--- src/rtl/uart_cmd_pkg.sv ---
// -----------------------------------------------------------------------------
// uart_cmd_pkg
//
// Shared definitions for the UART command controller:
//   - ASCII constants for the recognised command letters (both cases), the
//     ignored whitespace bytes and the '?' error response.
//   - Controller state encoding.
//   - One-hot command vector carried from the decoder to the FSM.
// -----------------------------------------------------------------------------
package uart_cmd_pkg;

    // Command letters, uppercase
    localparam logic [7:0] ASCII_R    = 8'h52;
    localparam logic [7:0] ASCII_C    = 8'h43;
    localparam logic [7:0] ASCII_M    = 8'h4D;
    localparam logic [7:0] ASCII_U    = 8'h55;
    localparam logic [7:0] ASCII_D    = 8'h44;

    // Command letters, lowercase
    localparam logic [7:0] ASCII_R_LC = 8'h72;
    localparam logic [7:0] ASCII_C_LC = 8'h63;
    localparam logic [7:0] ASCII_M_LC = 8'h6D;
    localparam logic [7:0] ASCII_U_LC = 8'h75;
    localparam logic [7:0] ASCII_D_LC = 8'h64;

    // Framing / filler bytes and the error response
    localparam logic [7:0] ASCII_CR   = 8'h0D;
    localparam logic [7:0] ASCII_LF   = 8'h0A;
    localparam logic [7:0] ASCII_SP   = 8'h20;
    localparam logic [7:0] ASCII_QM   = 8'h3F;

    // Controller states; explicit codes keep the encoding stable for
    // anything that probes the state register.
    typedef enum logic [2:0] {
        ST_IDLE = 3'd0,
        ST_POP  = 3'd1,
        ST_EXEC = 3'd2,
        ST_TX0  = 3'd3,
        ST_TX1  = 3'd4,
        ST_TX2  = 3'd5
    } state_e;

    // One-hot command vector, at most one field set
    typedef struct packed {
        logic run;
        logic clear;
        logic mode;
        logic up;
        logic down;
    } cmd_oh_t;

endpackage : uart_cmd_pkg

--- src/rtl/uart_cmd_decode.sv ---
// -----------------------------------------------------------------------------
// uart_cmd_decode
//
// Purely combinational classifier for one received byte.
//
// Parameters:
//   CASE_FOLD  1 = lowercase r/c/m/u/d also decode as commands
//
// Ports:
//   data       in   8  byte to classify
//   cmd        out  5  one-hot command (all zero when not a command)
//   is_cmd     out  1  byte is a recognised command letter
//   is_ignore  out  1  byte is CR, LF or space (silently dropped)
// -----------------------------------------------------------------------------
module uart_cmd_decode
    import uart_cmd_pkg::*;
#(
    parameter bit CASE_FOLD = 1'b1
) (
    input  logic [7:0] data,
    output cmd_oh_t    cmd,
    output logic       is_cmd,
    output logic       is_ignore
);

    always_comb begin
        cmd = '0;
        case (data)
            ASCII_R:    cmd.run   = 1'b1;
            ASCII_C:    cmd.clear = 1'b1;
            ASCII_M:    cmd.mode  = 1'b1;
            ASCII_U:    cmd.up    = 1'b1;
            ASCII_D:    cmd.down  = 1'b1;
            ASCII_R_LC: cmd.run   = CASE_FOLD;
            ASCII_C_LC: cmd.clear = CASE_FOLD;
            ASCII_M_LC: cmd.mode  = CASE_FOLD;
            ASCII_U_LC: cmd.up    = CASE_FOLD;
            ASCII_D_LC: cmd.down  = CASE_FOLD;
            default:    cmd       = '0;
        endcase

        is_cmd    = |cmd;
        is_ignore = (data == ASCII_CR) || (data == ASCII_LF) || (data == ASCII_SP);
    end

endmodule : uart_cmd_decode

--- src/rtl/uart_cmd_ctrl.sv ---
// -----------------------------------------------------------------------------
// uart_cmd_ctrl
//
// Command controller between the UART RX/TX FIFOs and the stopwatch logic.
// Pops one byte at a time from the RX FIFO, turns single-letter commands into
// one-cycle pulses and (optionally) echoes the letter, or '?' for an unknown
// byte, followed by CR LF into the TX FIFO.
//
// Parameters:
//   ECHO_EN    1 = write response bytes to the TX FIFO, 0 = never write
//   CASE_FOLD  1 = lowercase command letters accepted
//
// Ports:
//   clk        in   1  system clock
//   rst        in   1  asynchronous active-high reset
//   rx_empty   in   1  RX FIFO empty
//   rx_rdata   in   8  RX FIFO head byte (show-ahead)
//   rx_re      out  1  RX FIFO pop strobe
//   tx_full    in   1  TX FIFO full
//   tx_we      out  1  TX FIFO write strobe
//   tx_wdata   out  8  TX FIFO write data
//   cmd_run    out  1  'R' pulse
//   cmd_clear  out  1  'C' pulse
//   cmd_mode   out  1  'M' pulse
//   cmd_up     out  1  'U' pulse
//   cmd_down   out  1  'D' pulse
//   err_cnt    out  8  unknown-byte count, saturating at 255
//   busy       out  1  FSM not idle
// -----------------------------------------------------------------------------
module uart_cmd_ctrl
    import uart_cmd_pkg::*;
#(
    parameter bit ECHO_EN   = 1'b1,
    parameter bit CASE_FOLD = 1'b1
) (
    input  logic       clk,
    input  logic       rst,
    input  logic       rx_empty,
    input  logic [7:0] rx_rdata,
    output logic       rx_re,
    input  logic       tx_full,
    output logic       tx_we,
    output logic [7:0] tx_wdata,
    output logic       cmd_run,
    output logic       cmd_clear,
    output logic       cmd_mode,
    output logic       cmd_up,
    output logic       cmd_down,
    output logic [7:0] err_cnt,
    output logic       busy
);

    state_e     state;
    logic [7:0] cap;
    logic [7:0] err_q;

    cmd_oh_t    dec_cmd;
    logic       dec_is_cmd;
    logic       dec_is_ignore;
    logic       in_exec;
    logic       in_tx;

    // Saturating 8-bit increment for the error counter
    function automatic logic [7:0] sat_inc8(input logic [7:0] v);
        return (v == 8'hFF) ? v : v + 8'd1;
    endfunction

    // Decode works on the captured byte only, so nothing downstream sees
    // rx_rdata combinationally.
    uart_cmd_decode #(
        .CASE_FOLD (CASE_FOLD)
    ) u_decode (
        .data      (cap),
        .cmd       (dec_cmd),
        .is_cmd    (dec_is_cmd),
        .is_ignore (dec_is_ignore)
    );

    // Control FSM, capture register and error counter
    always_ff @(posedge clk or posedge rst) begin
        if (rst) begin
            state <= ST_IDLE;
            cap   <= 8'h00;
            err_q <= 8'h00;
        end else begin
            case (state)
                ST_IDLE: begin
                    if (!rx_empty) begin
                        cap   <= rx_rdata;
                        state <= ST_POP;
                    end
                end
                ST_POP: begin
                    state <= ST_EXEC;
                end
                ST_EXEC: begin
                    if (dec_is_ignore) begin
                        state <= ST_IDLE;
                    end else begin
                        if (!dec_is_cmd) begin
                            err_q <= sat_inc8(err_q);
                        end
                        state <= ECHO_EN ? ST_TX0 : ST_IDLE;
                    end
                end
                // Each TX state holds until its byte is actually accepted
                ST_TX0:  if (!tx_full) state <= ST_TX1;
                ST_TX1:  if (!tx_full) state <= ST_TX2;
                ST_TX2:  if (!tx_full) state <= ST_IDLE;
                default: state <= ST_IDLE;
            endcase
        end
    end

    // Output decode from registered state/cap; tx_full only gates tx_we
    always_comb begin
        in_exec  = (state == ST_EXEC);
        in_tx    = (state == ST_TX0) || (state == ST_TX1) || (state == ST_TX2);

        tx_wdata = 8'h00;
        case (state)
            ST_TX0:  tx_wdata = dec_is_cmd ? cap : ASCII_QM;
            ST_TX1:  tx_wdata = ASCII_CR;
            ST_TX2:  tx_wdata = ASCII_LF;
            default: tx_wdata = 8'h00;
        endcase

        rx_re     = (state == ST_POP);
        tx_we     = in_tx && !tx_full;
        cmd_run   = in_exec && dec_cmd.run;
        cmd_clear = in_exec && dec_cmd.clear;
        cmd_mode  = in_exec && dec_cmd.mode;
        cmd_up    = in_exec && dec_cmd.up;
        cmd_down  = in_exec && dec_cmd.down;
        busy      = (state != ST_IDLE);
        err_cnt   = err_q;
    end

endmodule : uart_cmd_ctrl

--- config.mk ---
export PLATFORM = sky130hd
export DESIGN_NAME = uart_cmd_ctrl
export DESIGN_NICKNAME = d
export VERILOG_FILES = /design/src/rtl/uart_cmd_pkg.sv /design/src/rtl/uart_cmd_decode.sv /design/src/rtl/uart_cmd_ctrl.sv
export SDC_FILE = /design/constraint.sdc
export NUM_CORES = 1
export LEC_CHECK = 0
export CAP_MARGIN = 40
export CORE_ASPECT_RATIO = 0.8
export CORE_UTILIZATION = 50
export CTS_BUF_LIST = sky130_fd_sc_hd__clkbuf_16
export DETAILED_ROUTE_END_ITERATION = 16
export GPL_TIMING_DRIVEN = 0
export PLACE_DENSITY = 0.88
export RECOVER_POWER = 50
export SETUP_SLACK_MARGIN = 0.05
export SLEW_MARGIN = 20
export SYNTH_ARGS = -nofsm -noshare
export SYNTH_HDL_FRONTEND = slang
export SYNTH_SLANG_ARGS = --single-unit
--- constraint.sdc ---
create_clock -name clk -period 4.7 [get_ports clk]
set_input_delay 0.94 -clock clk [delete_from_list [all_inputs] [get_ports clk]]
set_output_delay 0.94 -clock clk [all_outputs]
set_load 0.05 [all_outputs]
After elaboration in Yosys (flattened, before gate mapping)
Index checks and enable logic that the tools add are counted.
Word-level totals
  output and inout port bits: 24
  input port bits: 12
  register bits after elaboration: 19
Operators by class
  bitwise operators: 4
  reduce and logical (&&, ||, !) cells: 22
  $add $sub $neg: 1
  eq/ne operators: 23
  muxes and demuxes: 13
Operators by type and width (number)
  $eq A8 B7 Y1 const B: 10
  $pmux W8 S3: 1
  $pmux W3 S6: 1
  $eq A8 B4 Y1 const B: 2
  $mux W3: 4
  $reduce_or A2 Y1: 5
  $add A8 B1 Y8 const B: 1
  $eq A8 B6 Y1 const B: 1
  $eq A8 B8 Y1 const B: 1
  $mux W8: 1
  $ne A2 B2 Y1 const B: 4
  $reduce_and A4 Y1: 2
  $eq A3 B2 Y1 const B: 2
  $eq A3 B3 Y1 const B: 2
  $logic_and A1 B1 Y1: 6
  $mux W1: 5
  $reduce_or A5 Y1: 1
  $logic_or A1 B1 Y1: 4
  $not A1 Y1: 4
  $eq A3 B1 Y1 const B: 1
  $logic_not A3 Y1: 1
  $reduce_bool A3 Y1: 1
  $mux W2: 1
  $reduce_and A2 Y1: 1
  $logic_not A1 Y1: 1

Depth between registers and ports, before layout
  depth in word-level cells: 6
  gate-level depth with buffers: 7
  gate-level depth less buffers: 6

By module
A second synthesis with hierarchy kept.
Second synthesis, totals
  cells, all modules: 131
  area total of the unflattened synthesis: 1231.2 um2
Modules (own cells, without submodules)
  uart_cmd_ctrl: area each 1059.8 um2, seq. area each 475.5 um2, times used 1, cells each 107
  uart_cmd_decode: area each 171.4 um2, seq. area each 0.0 um2, times used 1, cells each 24

Worst setup path before layout
Ideal clock, no wire load.
  kind: reg-to-output
  start point: reg state[2]
  end point: out cmd_down
  arrival time: 2.688 ns
  stages on the path, launching flop included: 6
  required time: 3.760 ns
  setup slack: 1.072 ns
  path through: dfrtp_1 clkbuf_1 nand2b_1 or3_1 or2_1 nor4_1
Between the ends
  longest elaborated chain between the ends: 2
RTL lines
  start: declaration: line uart_cmd_ctrl.sv:53  | state_e state;
  start signal: assignment: line uart_cmd_ctrl.sv:103  | state <= ECHO_EN ? ST_TX0 : ST_IDLE;
  $eq A3 B2 Y1: line uart_cmd_ctrl.sv:117  | in_exec = (state == ST_EXEC);
  $logic_and A1 B1 Y1: line uart_cmd_ctrl.sv:134  | cmd_down = in_exec && dec_cmd.down;
  end: declaration: line uart_cmd_ctrl.sv:48  | output logic cmd_down,
Every way passes these cells.

Final worst setup path
  start point: reg cap[4]
  end point: out tx_wdata[0]
Between the ends
  longest elaborated chain between the ends: 6
  elaborated cells on any way between the ends: 23
  classes of those cells: eq/ne (10); mux (7); reduce/logical (6)
RTL lines
  start: declaration: line uart_cmd_ctrl.sv:54  | logic [7:0] cap;
  start signal: assignment: line uart_cmd_ctrl.sv:89  | cap <= rx_rdata;
  $eq A8 B7 Y1: line uart_cmd_decode.sv:28  | case (data)
  $reduce_or A2 Y1 (no source line)
  $mux W1: line uart_cmd_decode.sv:28
  $reduce_or A5 Y1 (*): line uart_cmd_decode.sv:42  | is_cmd = |cmd;
  $mux W8 (*): line uart_cmd_ctrl.sv:122  | ST_TX0: tx_wdata = dec_is_cmd ? cap : ASCII_QM;
  $pmux W8 S3 (*): line uart_cmd_ctrl.sv:121  | case (state)
  end: declaration: line uart_cmd_ctrl.sv:43  | output logic [7:0] tx_wdata,
Mark *: on every way between the ends. The rest lies on a longest branch, timed or not.

==> reports/metrics.cfg <==
[outcome]
status = complete, but fails checks
violations = design-rule violations

[synthesis]
ys_seq_area_frac = 0.3874
yosys-top-cells-count = dfrtp_1 (19), nor2_1 (10), nand2_1 (8), o21ai_0 (8)
syn_area_um2 = 1227
yosysUniqueCellTypes = 39
yosys-top-cells-area = dfrtp_1 (39%), xnor2_1 (5.0%), mux2_2 (4.6%)
synth_top_area_cell = dfrtp_1
synth_flop_cell = dfrtp_1
syn_inst = 128
yosysMostFrequentCell = dfrtp_1
avgSynthCellArea_um2 = 9.589
synth_top_area_frac = 0.3874
async_flop_share = 1.000
synth_edf_count = 0
syn-num-nets = 141
synth-seq-cells = 19
yosysWarnings = 0

[critical_path]
cp-start-kind = register
cp.arrival_ns = 2.93
path_cells = clkbuf_1, xor2_1, nor3_1, o311ai_4, buf_6, nor2_1, o22ai_1, clkdlybuf4s50_1
cp.required_ns = 3.76
max_stage_delay_ns = 0.83
end_kind = primary output
path_max_fanout = 10
reg2reg_slack_ns = 2.62
cp_slowest_cell = clkdlybuf4s50_1
critPathKind = register to primary output

[grt]
grt_pass1_wl_um = 4692
grt_antenna_before_repair = 0
grt_overflow_total = 0
grt.total_usage = 0.2424
grt_max_degree = 20
grt_pass1_vias = 1076

[routing]
num_vias = 1110
vias_per_cell = 5.812
drtPass1Iterations = 10
drt_iter0_drc = 46
drc_errors = 1
postRouteAntennaNets = 0
wl_um = 2962
routedWlPerCell_um = 15.51

[layout]
syn2layout_area_growth_pct = 36.29
final_util = 0.7490
antennaDiodeCount = 0
final_nets = 180
drive_gt1_frac = 0.1265

[cts]
cts_root_buf = clkbuf_16
cts_hold_buffers = 0
cts.sinks = 19
cts_inserted_buffers = 3
cts_buffer_depth = 2
htree_levels = 1
clk_latency_ns = 0.26
cts_resized = 0
path_clk_slew_ns = 0.06
cts_tree = built
post-cts-setup-buffers = 0

[die]
die_w_um = 57.40
ioPinCount = 36
die_area_um2 = 2658
die_y_um = 46.32
core_area_um2 = 2233
initial_core_util = 0.5496
placementRows = 15

[sta]
slew_viol_final = 0
skew_ns = 0.005163
fin_setup_tns_ns = 0
rsz0062_at_grt = no
worst_slew_pin_slew_ns = 0.7255
setup_ws_ns = 0.8341
slew_headroom = 0.5158
fmax_mhz = 258.7
post-route-min-period_ns = 3.866
finalSetupViolations = 0
holdWs_ns = 0.5096
hold_viol = 0
min_period_over_period = 0.8225

[power]
ir_drop_mv = 0.5877
powerDensity_nw_per_um2 = 774.5
leakage_nw = 0.6427
power.total_w = 0.001296

[hold_path]
hp-class = register to register

[placed_design]
gp_congestion = 0.8867
hpwl_um = 2284
io_buffers = 34
dp_slack_ns = 1.313

[flow_run]
max_cap_violations = 0

==> power breakdown <==
part,internal (W),leakage (nW),switching [W]
Clock,0.000115,0.0371,0.0000657
Sequential,0.000235,0.236,0.0000878
Combinational,0.000302,0.369,0.000491
Total,0.000651,0.643,0.000644
==> cell type report <==
type / instances / area, um^2
Fill cell: 161 / 560.5
Clock inverter: 1 / 7.507
Inverter: 5 / 18.77
Timing Repair Buffer: 34 / 340.3
Multi-Input combinational cell: 96 / 666.9
Tap cell: 25 / 31.28
Buffer: 8 / 57.56
Sequential cell: 19 / 475.5
Clock buffer: 3 / 75.07
==> metrics by stage <==
step / area, um^2 / cells
2_1_floorplan: 1227 / 128
5_1_grt: 1673 / 191
3_5_place_dp: 1599 / 187
6_report: 1673 / 191
4_1_cts: 1682 / 191
3_3_place_gp: 1599 / 187
==> sequential cells by signal (all words and copies together), names as in the netlist <==
| signal | count |
|---|---|
| cap | 8 |
| err_cnt | 8 |
| state | 3 |
==> layer usage <==
layer | GRT usage | up-vias | part of all wire
met5 | 0 | - | 0
met4 | 0.07317 | 0 | 0.012
met3 | 0.07584 | 7 | 0.045
met2 | 0.4070 | 27 | 0.50
met1 | 0.3037 | 542 | 0.45
li1 | - | 534 | -
==> worst paths after layout <==
kind,start,endpoint,cells past startpoint
max,cap[4]$_DFFE_PP0P_,tx_wdata[0],8
min,err_cnt[7]$_DFFE_PP0P_,err_cnt[7]$_DFFE_PP0P_,1
max reg2reg,cap[4]$_DFFE_PP0P_,err_cnt[1]$_DFFE_PP0P_,6
min reg2reg,err_cnt[7]$_DFFE_PP0P_,err_cnt[7]$_DFFE_PP0P_,1
max in group asynchronous,rst,cap[0]$_DFFE_PP0P_,2
min in group asynchronous,rst,cap[6]$_DFFE_PP0P_,2
==> worst max-delay path: cells and delay by family, from the launching register on <==
kind / cells / cell delay (ns)
simple gates: 2 / 0.20
compound gates: 2 / 0.53
buf+inv: 3 / 1.31
flops: 1 / 0.32
xor+xnor: 1 / 0.31
==> kinds of logic after synthesis <==
logic type,share of synthesized area
AO/OA/AOI/OAI,0.1111
XOR/XNOR,0.06321
adder cells (fa/ha/maj),0.01019
buffers and inverters,0.06321
flip-flops,0.3874
multiplexers,0.07441
other,0.003055
AND/OR/NAND/NOR,0.2875
==> cell usage in the layout (no fill, tap or decap), types with 2 or more instances in the layout <==
master and n:
xnor2_1 7, nand4b_1 2, nor3_1 7, o21ai_0 8, nor3b_1 2, inv_1 5
nand4_1 4, a21oi_1 2, clkbuf_16 3, nor2_1 10, nand2b_1 6, nand3_1 5
dfrtp_1 19, nor4_1 5, clkbuf_1 3, clkdlybuf4s50_1 31, dlygate4sd3_1 3, buf_6 3
o22ai_1 3, mux2i_1 2, mux2_2 5, or3_1 3, nand2_1 8
Note: power is estimated with default switching activity, not from simulation.
